--- config.mk ---
export PLATFORM = sky130hd
export DESIGN_NAME = servo_pid_multicanal
export DESIGN_NICKNAME = d
export VERILOG_FILES = /design/src/rtl/servo_pid_multicanal.sv
export SDC_FILE = /design/constraint.sdc
export NUM_CORES = 1
export LEC_CHECK = 0
export CAP_MARGIN = 10
export CORE_UTILIZATION = 25
export DETAILED_ROUTE_END_ITERATION = 12
export PLACE_DENSITY = 0.49
export SETUP_SLACK_MARGIN = 0.1
export SKIP_LAST_GASP = 1
export SLEW_MARGIN = 20
export SYNTH_ARGS = -nofsm -noshare
export SYNTH_HDL_FRONTEND = slang
export SYNTH_SLANG_ARGS = --single-unit
--- constraint.sdc ---
create_clock -name Clk_P -period 14.7 [get_ports Clk_P]
set_clock_uncertainty 0.15 [all_clocks]
set_input_delay 2.94 -clock Clk_P [delete_from_list [all_inputs] [get_ports Clk_P]]
set_output_delay 2.94 -clock Clk_P [all_outputs]
set_load 0.005 [all_outputs]
--- src/rtl/servo_pid_multicanal.sv ---
// servo_pid_multicanal
// Incremental (velocity-form) PID for N_CH servo channels sharing one
// multiplier. One Rx_Tick runs a control period over every channel in turn
// (ERR, MAC0, MAC1, MAC2, STORE per channel). All outputs then update
// together in DONE, and Listo pulses in that same cycle.
//
// Ports
//   Clk_P, Rst_P         clock (rising edge) / async active-low reset
//   Rx_Tick              one-cycle strobe that starts a control period
//   Modo                 0 = closed-loop PID, 1 = bypass (YkT = Ref)
//   Ref_P, Pot_P         packed signed reference / feedback, CANT_BITS each
//   Coef_A0..A2          shared signed coefficients, FRAC_BITS fractional
//   YkT                  packed signed controller outputs
//   Listo                high in the cycle YkT/Saturado carry new values
//   Ocupado              high while a period is in progress
//   Overrun              one-cycle pulse for a tick arriving while busy
//   Saturado             per channel: last update clipped error or output
module servo_pid_multicanal #(
  parameter int CANT_BITS = 13,
  parameter int FRAC_BITS = 8,
  parameter int N_CH      = 2
) (
  input  logic                        Clk_P,
  input  logic                        Rst_P,
  input  logic                        Rx_Tick,
  input  logic                        Modo,
  input  logic [N_CH*CANT_BITS-1:0]   Ref_P,
  input  logic [N_CH*CANT_BITS-1:0]   Pot_P,
  input  logic [CANT_BITS-1:0]        Coef_A0,
  input  logic [CANT_BITS-1:0]        Coef_A1,
  input  logic [CANT_BITS-1:0]        Coef_A2,
  output logic [N_CH*CANT_BITS-1:0]   YkT,
  output logic                        Listo,
  output logic                        Ocupado,
  output logic                        Overrun,
  output logic [N_CH-1:0]             Saturado
);

  localparam int CB = CANT_BITS;
  localparam int AW = 2*CANT_BITS + 2;
  localparam int CW = (N_CH > 1) ? $clog2(N_CH) : 1;
  localparam logic [CB-1:0] MAXV = {1'b0, {(CB-1){1'b1}}};
  localparam logic [CB-1:0] MINV = {1'b1, {(CB-1){1'b0}}};

  typedef enum logic [2:0] {
    S_IDLE, S_ERR, S_MAC0, S_MAC1, S_MAC2, S_STORE, S_DONE
  } state_t;

  state_t                    state_q, state_d;
  logic [CW-1:0]             c_q, c_d;
  logic signed [AW-1:0]      acc_q, acc_d;
  logic signed [CB-1:0]      e_q, e_d;
  logic                      satp_q, satp_d;
  logic [N_CH*CB-1:0]        ref_q, ref_d, pot_q, pot_d;
  logic signed [CB-1:0]      a0_q, a0_d, a1_q, a1_d, a2_q, a2_d;
  logic                      modo_q, modo_d;
  logic signed [CB-1:0]      e1_q [N_CH];
  logic signed [CB-1:0]      e1_d [N_CH];
  logic signed [CB-1:0]      e2_q [N_CH];
  logic signed [CB-1:0]      e2_d [N_CH];
  logic signed [CB-1:0]      y1_q [N_CH];
  logic signed [CB-1:0]      y1_d [N_CH];
  logic signed [CB-1:0]      stg_q [N_CH];
  logic signed [CB-1:0]      stg_d [N_CH];
  logic [N_CH-1:0]           stg_sat_q, stg_sat_d;
  logic [N_CH*CB-1:0]        ykt_q, ykt_d;
  logic [N_CH-1:0]           satu_q, satu_d;
  logic                      ovr_q, ovr_d;

  logic signed [CB-1:0]      ref_c, pot_c, mul_a, mul_b, y1_c, e_sat, y_sat, y_new;
  logic signed [2*CB-1:0]    prod;
  logic [CB:0]               diff;
  logic                      e_clip, y_ovf, last_ch, sat_new;
  logic signed [AW-1:0]      sh;
  logic [AW-CB:0]            sh_hi;

  assign ref_c = ref_q[c_q*CB +: CB];
  assign pot_c = pot_q[c_q*CB +: CB];
  assign y1_c  = y1_q[c_q];

  // Error at CB+1 bits, clipped back to CB bits.
  assign diff   = {ref_c[CB-1], ref_c} - {pot_c[CB-1], pot_c};
  assign e_clip = diff[CB] != diff[CB-1];
  assign e_sat  = e_clip ? (diff[CB] ? MINV : MAXV) : diff[CB-1:0];

  // Shared multiplier: operands steered by the MAC state.
  always_comb begin
    mul_a = '0;
    mul_b = '0;
    case (state_q)
      S_MAC0: begin mul_a = a0_q; mul_b = e_q;        end
      S_MAC1: begin mul_a = a1_q; mul_b = e1_q[c_q];  end
      S_MAC2: begin mul_a = a2_q; mul_b = e2_q[c_q];  end
      default: ;
    endcase
  end
  assign prod = mul_a * mul_b;

  // Output: floor shift, then clip when the upper bits are not a pure sign extension.
  assign sh    = acc_q >>> FRAC_BITS;
  assign sh_hi = sh[AW-1:CB-1];
  assign y_ovf = !((&sh_hi) || !(|sh_hi));
  assign y_sat = y_ovf ? (sh[AW-1] ? MINV : MAXV) : sh[CB-1:0];

  assign last_ch = (c_q == CW'(N_CH-1));
  assign y_new   = modo_q ? ref_c : y_sat;
  assign sat_new = modo_q ? 1'b0 : (satp_q | y_ovf);

  always_comb begin
    state_d   = state_q;
    c_d       = c_q;
    acc_d     = acc_q;
    e_d       = e_q;
    satp_d    = satp_q;
    ref_d     = ref_q;
    pot_d     = pot_q;
    a0_d      = a0_q;
    a1_d      = a1_q;
    a2_d      = a2_q;
    modo_d    = modo_q;
    e1_d      = e1_q;
    e2_d      = e2_q;
    y1_d      = y1_q;
    stg_d     = stg_q;
    stg_sat_d = stg_sat_q;
    ykt_d     = ykt_q;
    satu_d    = satu_q;
    ovr_d     = Rx_Tick && (state_q != S_IDLE);

    case (state_q)
      S_IDLE: begin
        if (Rx_Tick) begin
          ref_d   = Ref_P;
          pot_d   = Pot_P;
          a0_d    = Coef_A0;
          a1_d    = Coef_A1;
          a2_d    = Coef_A2;
          modo_d  = Modo;
          c_d     = '0;
          state_d = S_ERR;
        end
      end
      S_ERR: begin
        e_d     = e_sat;
        satp_d  = e_clip;
        acc_d   = {{(AW-CB-FRAC_BITS){y1_c[CB-1]}}, y1_c, {FRAC_BITS{1'b0}}};
        state_d = S_MAC0;
      end
      S_MAC0, S_MAC1, S_MAC2: begin
        acc_d   = acc_q + {{2{prod[2*CB-1]}}, prod};
        state_d = (state_q == S_MAC0) ? S_MAC1 :
                  (state_q == S_MAC1) ? S_MAC2 : S_STORE;
      end
      S_STORE: begin
        stg_d[c_q]     = y_new;
        stg_sat_d[c_q] = sat_new;
        if (!modo_q) begin
          y1_d[c_q] = y_sat;
          e2_d[c_q] = e1_q[c_q];
          e1_d[c_q] = e_q;
        end
        if (last_ch) begin
          // Outputs load on entry to DONE so they are valid while Listo is high.
          for (int unsigned i = 0; i < N_CH; i++) begin
            ykt_d[i*CB +: CB] = stg_d[i];
          end
          satu_d  = stg_sat_d;
          c_d     = '0;
          state_d = S_DONE;
        end else begin
          c_d     = c_q + 1'b1;
          state_d = S_ERR;
        end
      end
      S_DONE:  state_d = S_IDLE;
      default: state_d = S_IDLE;
    endcase
  end

  always_ff @(posedge Clk_P or negedge Rst_P) begin
    if (!Rst_P) begin
      state_q   <= S_IDLE;
      c_q       <= '0;
      acc_q     <= '0;
      e_q       <= '0;
      satp_q    <= 1'b0;
      ref_q     <= '0;
      pot_q     <= '0;
      a0_q      <= '0;
      a1_q      <= '0;
      a2_q      <= '0;
      modo_q    <= 1'b0;
      for (int unsigned i = 0; i < N_CH; i++) begin
        e1_q[i]  <= '0;
        e2_q[i]  <= '0;
        y1_q[i]  <= '0;
        stg_q[i] <= '0;
      end
      stg_sat_q <= '0;
      ykt_q     <= '0;
      satu_q    <= '0;
      ovr_q     <= 1'b0;
    end else begin
      state_q   <= state_d;
      c_q       <= c_d;
      acc_q     <= acc_d;
      e_q       <= e_d;
      satp_q    <= satp_d;
      ref_q     <= ref_d;
      pot_q     <= pot_d;
      a0_q      <= a0_d;
      a1_q      <= a1_d;
      a2_q      <= a2_d;
      modo_q    <= modo_d;
      e1_q      <= e1_d;
      e2_q      <= e2_d;
      y1_q      <= y1_d;
      stg_q     <= stg_d;
      stg_sat_q <= stg_sat_d;
      ykt_q     <= ykt_d;
      satu_q    <= satu_d;
      ovr_q     <= ovr_d;
    end
  end

  assign YkT      = ykt_q;
  assign Listo    = (state_q == S_DONE);
  assign Ocupado  = (state_q != S_IDLE);
  assign Overrun  = ovr_q;
  assign Saturado = satu_q;

endmodule

==> results of run 1 <==
sequential cells by signal, summed over array words and instances, names as in the netlist:
signal,flops
y1_q,26
a1_q,13
e_q,13
c_q,1
YkT,26
modo_q,1
e1_q,26
stg_q,13
e2_q,26
pot_q,26
state_q,3
Saturado,2
a2_q,13
ref_q,26
acc_q,28
a0_q,13
stg_sat_q,1
satp_q,1
Overrun,1
stage by stage:
stage               area [um2]  hold WS (ps)
finish                   23000           329
global route             23000           358
CTS                      22900           332
detailed placement       21900           315
global placement         21900           308
floorplan                19500           291
cell usage after synthesis (all sizes together) (2+ instances only):
master / n
dfrtp: 259
nor2: 204
inv: 195
mux2: 166
fa: 164
nand2: 150
a21oi: 141
ha: 109
o21ai: 73
clkbuf: 51
mux2i: 51
a21o: 37
buf: 35
xnor2: 32
o21a: 26
xor2: 22
nand2b: 21
o22ai: 20
a211oi: 14
nand3: 14
and2: 13
nor3: 12
maj3: 11
or3: 10
nor2b: 8
nand4: 7
o211ai: 7
a31oi: 6
nor4: 6
o21bai: 6
o31ai: 6
a21boi: 4
and3: 4
o311ai: 4
or2: 4
o21ba: 3
a211o: 2
o2111ai: 2
o221a: 2
o221ai: 2
o41ai: 2
area by class of cell:
type / instances / area [um2] / area share (%)
Tap cell: 1040 / 1300 / 5.67
Timing Repair Buffer: 147 / 1450 / 6.30
Inverter: 196 / 736 / 3.21
Clock inverter: 12 / 159 / 0.692
Multi-Input combinational cell: 1382 / 12000 / 52.1
Sequential cell: 259 / 6480 / 28.3
Clock buffer: 42 / 866 / 3.77
cells by family after synthesis:
logic type / share of synthesized area [%]
fa+ha+maj: 24.4
buf+inv: 5.63
xor+xnor: 2.54
flops: 33.2
compound gates: 11.9
mux: 12.2
simple gates: 10.1
how the worst min path moves through the flow:
stage | cells after the start | slack, ps | to
after global placement | 2 | 310 | stg_q[13]
final | 2 | 330 | stg_q[24]
after CTS | 2 | 330 | stg_q[24]
after floorplan | 2 | 290 | satp_q
after global routing | 2 | 360 | acc_q[7]
after detailed placement | 1 | 320 | YkT[19]
metal layers:
| metal | share of wire (%) | track usage (%) |
|---|---|---|
| met5 | 0.025 | 0 |
| met4 | 2.2 | 3.29 |
| met3 | 5.2 | 2.14 |
| met2 | 48 | 22.2 |
| met1 | 44 | 17.7 |
critical path: cells and delay by family (launching register included):
kind                       cells  cell delay, ps
adders and majority gates      8            3820
AOI/OAI and AO/OA              9            2260
and+or+nand+nor               10            2120
buffers and inverters          4             850
DFF                            1             630
muxes                          1             240
xor gates and xnor gates       1              90
==> results.rst, run 1 <==
.. list-table::
   :header-rows: 1

   * - Metric
     - Value
   * - Gate count of the mapped netlist
     - 1923
   * - Setup repair after global routing missed its margin
     - false
   * - Critical path launch point type
     - flop
   * - Dominant cells by area after synthesis
     - sky130_fd_sc_hd__dfrtp_1, sky130_fd_sc_hd__fa_1, sky130_fd_sc_hd__mux2_2
   * - Data arrival time of the worst path
     - 10620 ps
   * - Top cell type's share of synthesized area
     - 33.2%
   * - Worst reg2reg path depth
     - 33
   * - Count of distinct cell types in the synthesized netlist
     - 73
   * - Synth-to-layout area growth
     - 17.7%
   * - Setup TNS
     - 0 ps
   * - Mean instance size in the synthesized netlist
     - 10.1 um2
   * - Final worst setup slack
     - around 4400 ps
   * - Root buffer selected by CTS
     - sky130_fd_sc_hd__clkbuf_16
   * - DRC viols
     - 0
   * - # placed instances
     - ~3000
   * - # hold bufs at CTS
     - 0
   * - Die Span X
     - roughly 280 um
   * - Min-Delay Startpoint
     - stg_q[24]
   * - Global-route wire length before repair
     - 82.7 mm
   * - Clock tree from TritonCTS
     - built
   * - Count of flip-flops with a built-in enable after synthesis
     - 0
   * - Result of the run
     - finished clean
   * - Initial cell density of the core
     - around a quarter
   * - Global route total overflow
     - 0
   * - Sum of net half-perimeters after detailed placement
     - 40.8 mm
   * - Routed WL
     - 52.2 mm
   * - GRT Overall Usage
     - a little over an eighth
   * - Maximum clock insertion buffer count
     - 3
   * - Via count
     - about 14000
   * - Critical Path Source
     - c_q
   * - Die H
     - ~280 um
   * - Post-place setup slack
     - ~4500 ps
   * - Worst path slowest cell
     - sky130_fd_sc_hd__o22ai_1
   * - Max-Slew Margin vs Limit
     - 28.8%
   * - Crit path kind
     - reg -> reg
   * - Post-synthesis async set-or-reset flop share
     - 100%
   * - Post-detailed-route via-to-cell ratio
     - 4.58
   * - Commonest cells after routing, fill and taps aside
     - sky130_fd_sc_hd__dfrtp_1, sky130_fd_sc_hd__nor2_1, sky130_fd_sc_hd__inv_1
   * - Resize count post-CTS
     - 0
   * - Number of H-tree levels
     - 1
   * - Timing-limited maximum frequency
     - 0.0973 GHz
   * - Antenna violations before repair
     - 1
   * - Average wire length per cell after detail routing
     - 17.0 um
   * - Area of the die
     - 79100 um2
   * - Required time of the critical path
     - 15040 ps
   * - Category of the worst setup path capture point
     - flop
   * - Cell seen most often among critical-path stages
     - sky130_fd_sc_hd__fa_1
   * - Worst path max stage delay
     - 740 ps
   * - Flip-flop and latch count after synthesis
     - 259
   * - Number of failing hold endpoints at the final stage
     - 0
   * - Routed Antenna Nets
     - 0
   * - Pin count of the biggest net entering global routing
     - roughly 130
   * - Fraction of final layout cells with drive strength greater than 1
     - 13.2%
   * - Biggest fanout along the worst timing path
     - 51
   * - Total clock sinks
     - 259
   * - Slew Limit Fails
     - 0
   * - Transition time of the tightest slew-check pin
     - 1070 ps
   * - Cell area after synthesis
     - 19500 um2
   * - Cell type contributing the most total cell area after synthesis
     - sky130_fd_sc_hd__dfrtp_1
   * - Utilization of the core after routing
     - 29.7%
   * - Clock transition at the registers of the reported paths
     - roughly 60 ps
   * - Critical path capture point
     - acc_q[23]
   * - Number of buffers inserted by port buffering
     - 125
   * - Final standard cell count with taps included and fillers excluded
     - 3078
   * - Top flip-flop cell by instance count after synthesis
     - sky130_fd_sc_hd__dfrtp_1
   * - Core region area
     - 77300 um2
   * - Drt first pass iters
     - 5
   * - Number of nets at the end of the flow
     - 2384
   * - Most common cell after layout, fill and taps aside
     - sky130_fd_sc_hd__dfrtp_1
   * - Final critical delay including setup and external delays
     - 10280 ps
   * - Endpoint of the worst register-to-register path
     - acc_q[23]
   * - Reg-to-reg startpoint
     - c_q
   * - Antenna diode count
     - 0
   * - Source-to-sink clock delay at the later pin of the worst-skew pair
     - 590 ps
   * - Number of warnings reported in the yosys synthesis log
     - 0
   * - Flop-to-flop setup slack
     - 4420 ps
   * - Portion of the post-synthesis area used by sequential elements
     - 33.2%
   * - Setup fix buffers added after clock tree synthesis
     - 0
   * - Nets in the synthesized netlist
     - 2291
   * - Part of the cycle the worst path needs
     - 69.9%
   * - Max-cap viol count
     - 0
   * - Initial drt markers
     - 761
   * - Total CTS buffers
     - 30
   * - Number of global-route vias before repair
     - 14700
   * - Worst min-delay path class
     - reg -> reg
   * - Number of endpoints failing setup at the final stage
     - 0
   * - IO Pins
     - 126
   * - Routability-driven placement congestion ratio
     - 0.897
   * - Row count
     - 102
   * - FILL cells
     - a little over 8000
Power of run 1 is left out: the tool's default activity adds up to more than one toggle a clock period on the data nets, which glitch-free logic cannot reach.
==> run 2: changes to the inputs <==
clock period = 10.7 ns   (was 14.7 ns; I/O delays follow)
==> run 2 against run 1 <==
Against the previous run: wire length decreased by 0.37%; register-to-register slack worse by 3600 ps; non-clock buffer count rose by 10; worst setup slack got worse by 3600 ps; count of clock-buffer cells in the layout grew 4; via count fell by 0.15%; first-iteration DRC count is 5.7% lower; design area grew 0.15%; critical path depth shrank 1; sequential share of layout area barely moved; largest cell class unchanged.
==> results.rst, run 2 (same netlist as run 1, synthesis figures left out) <==
.. list-table::
   :header-rows: 1

   * - Metric
     - Value
   * - Result of the run
     - finished clean
   * - Initial cell density of the core
     - 25.2%
   * - Final standard cell count with taps included and fillers excluded
     - 3090
   * - Routed Antenna Nets
     - 0
   * - Category of the worst setup path capture point
     - flop
   * - Sum of net half-perimeters after detailed placement
     - 40.6 mm
   * - Register containing the most flip-flops in the final layout
     - acc_q
   * - Setup fix buffers added after clock tree synthesis
     - 0
   * - GRT Overall Usage
     - approximately an eighth
   * - Synth-to-layout area growth
     - 17.9%
   * - Drt first pass iters
     - 8
   * - Resize count post-CTS
     - 0
   * - Die Span X
     - between 200 and 300 um
   * - Critical path launch point type
     - flop
   * - Routed WL
     - 52.0 mm
   * - Die H
     - 281 um
   * - Row count
     - 102
   * - Number of global-route vias before repair
     - 14600
   * - Most common cell after layout, fill and taps aside
     - sky130_fd_sc_hd__dfrtp_1
   * - Total CTS buffers
     - 31
   * - Final critical delay including setup and external delays
     - 9850 ps
   * - Global-route wire length before repair
     - between 80 and 90 mm
   * - Number of nets at the end of the flow
     - 2395
   * - Source-to-sink clock delay at the later pin of the worst-skew pair
     - roughly 600 ps
   * - Required time of the critical path
     - 11090 ps
   * - Slew Limit Fails
     - 0
   * - Average wire length per cell after detail routing
     - about 17 um
   * - DRC viols
     - 0
   * - Crit path kind
     - reg -> reg
   * - Number of H-tree levels
     - 1
   * - Timing-limited maximum frequency
     - between 0.1 and 0.15 GHz
   * - Area of the die
     - between 70000 and 80000 um2
   * - Fraction of final layout cells with drive strength greater than 1
     - 13.5%
   * - Max-cap viol count
     - 0
   * - Utilization of the core after routing
     - just under 30%
   * - Worst path max stage delay
     - 660 ps
   * - Max-Slew Margin vs Limit
     - ~32%
   * - # hold bufs at CTS
     - 0
   * - FILL cells
     - 8104
   * - Post-route worst hold slack
     - 330 ps
   * - # placed instances
     - 3034
   * - Clock transition at the registers of the reported paths
     - 60 ps
   * - Worst min-delay path class
     - reg -> reg
   * - Number of buffers inserted by port buffering
     - 125
   * - Max reg flops
     - 28
   * - Initial drt markers
     - approximately 700
   * - Transition time of the tightest slew-check pin
     - 1020 ps
   * - Commonest cells after routing, fill and taps aside
     - sky130_fd_sc_hd__dfrtp_1, sky130_fd_sc_hd__nor2_1, sky130_fd_sc_hd__inv_1
   * - Via count
     - 14100
   * - Core region area
     - about 77000 um2
   * - Antenna violations before repair
     - 3
   * - Part of the cycle the worst path needs
     - 92.1%
   * - Number of failing hold endpoints at the final stage
     - 0
   * - Antenna diode count
     - 0
   * - Post-detailed-route via-to-cell ratio
     - 4.56
   * - Worst path slowest cell
     - sky130_fd_sc_hd__and2_1
   * - Total clock sinks
     - 259
   * - Maximum clock insertion buffer count
     - 3
   * - Number of endpoints failing setup at the final stage
     - 0
   * - Data arrival time of the worst path
     - just over 10000 ps
   * - Biggest fanout along the worst timing path
     - 19
   * - Setup repair after global routing missed its margin
     - false
   * - Setup TNS
     - 0 ps
   * - Cell seen most often among critical-path stages
     - sky130_fd_sc_hd__fa_1
   * - IO Pins
     - 126
   * - Clock tree from TritonCTS
     - built
   * - Global route total overflow
     - 0
   * - Routability-driven placement congestion ratio
     - between 0.8 and 0.9
   * - Pin count of the biggest net entering global routing
     - approximately 120
   * - Root buffer selected by CTS
     - sky130_fd_sc_hd__clkbuf_16
-- run 2: layout make-up --
class / count / area (um2) / area share, %
clock buffers: 46 / 922 / 4.01
clock inverters: 10 / 100 / 0.435
inverters: 196 / 736 / 3.20
multi-input cells: 1382 / 11900 / 52.0
flip-flops and latches: 259 / 6480 / 28.2
well taps: 1040 / 1300 / 5.66
repair buffers: 157 / 1500 / 6.51
-- run 2: critical path: cells and delay by family, from the launching register on --
family	cells	cell delay, ps
buffers and inverters	3	160
AOI/OAI and AO/OA	7	1790
adders and majority gates	8	3820
xor gates and xnor gates	2	290
DFF	1	480
and+or+nand+nor	12	3080
-- run 2: routing by layer --
| layer | GRT usage (%) | vias to the layer above | share of wire, % |
|---|---|---|---|
| met1 | 17.7 | 7072 | 45 |
| li1 | - | 6661 | - |
| met4 | 2.63 | 6 | 1.7 |
| met3 | 2.77 | 66 | 5.4 |
| met2 | 22.2 | 278 | 48 |
| met5 | 0 | - | 0.054 |
-- run 2: final timing paths --
check,cells past startpoint,slack [ps],startpoint,endpoint
setup / recovery,32,850,state_q[1],acc_q[27]
hold / removal,2,330,stg_q[18],stg_q[18]
setup reg to reg,32,850,state_q[1],acc_q[27]
hold reg to reg,2,330,stg_q[18],stg_q[18]
max in group asynchronous,2,7360,Rst_P,a2_q[5]
min in group asynchronous,1,1470,Rst_P,pot_q[11]
-- run 2: stage by stage --
stage                     setup slack (ps)  area [um2]
after floorplan                       1810       19500
after global placement                 934       22000
after detailed placement               860       22000
after CTS                              817       23000
after global routing                   152       23000
final                                  848       23000
Power of run 2 is left out for the same reason.
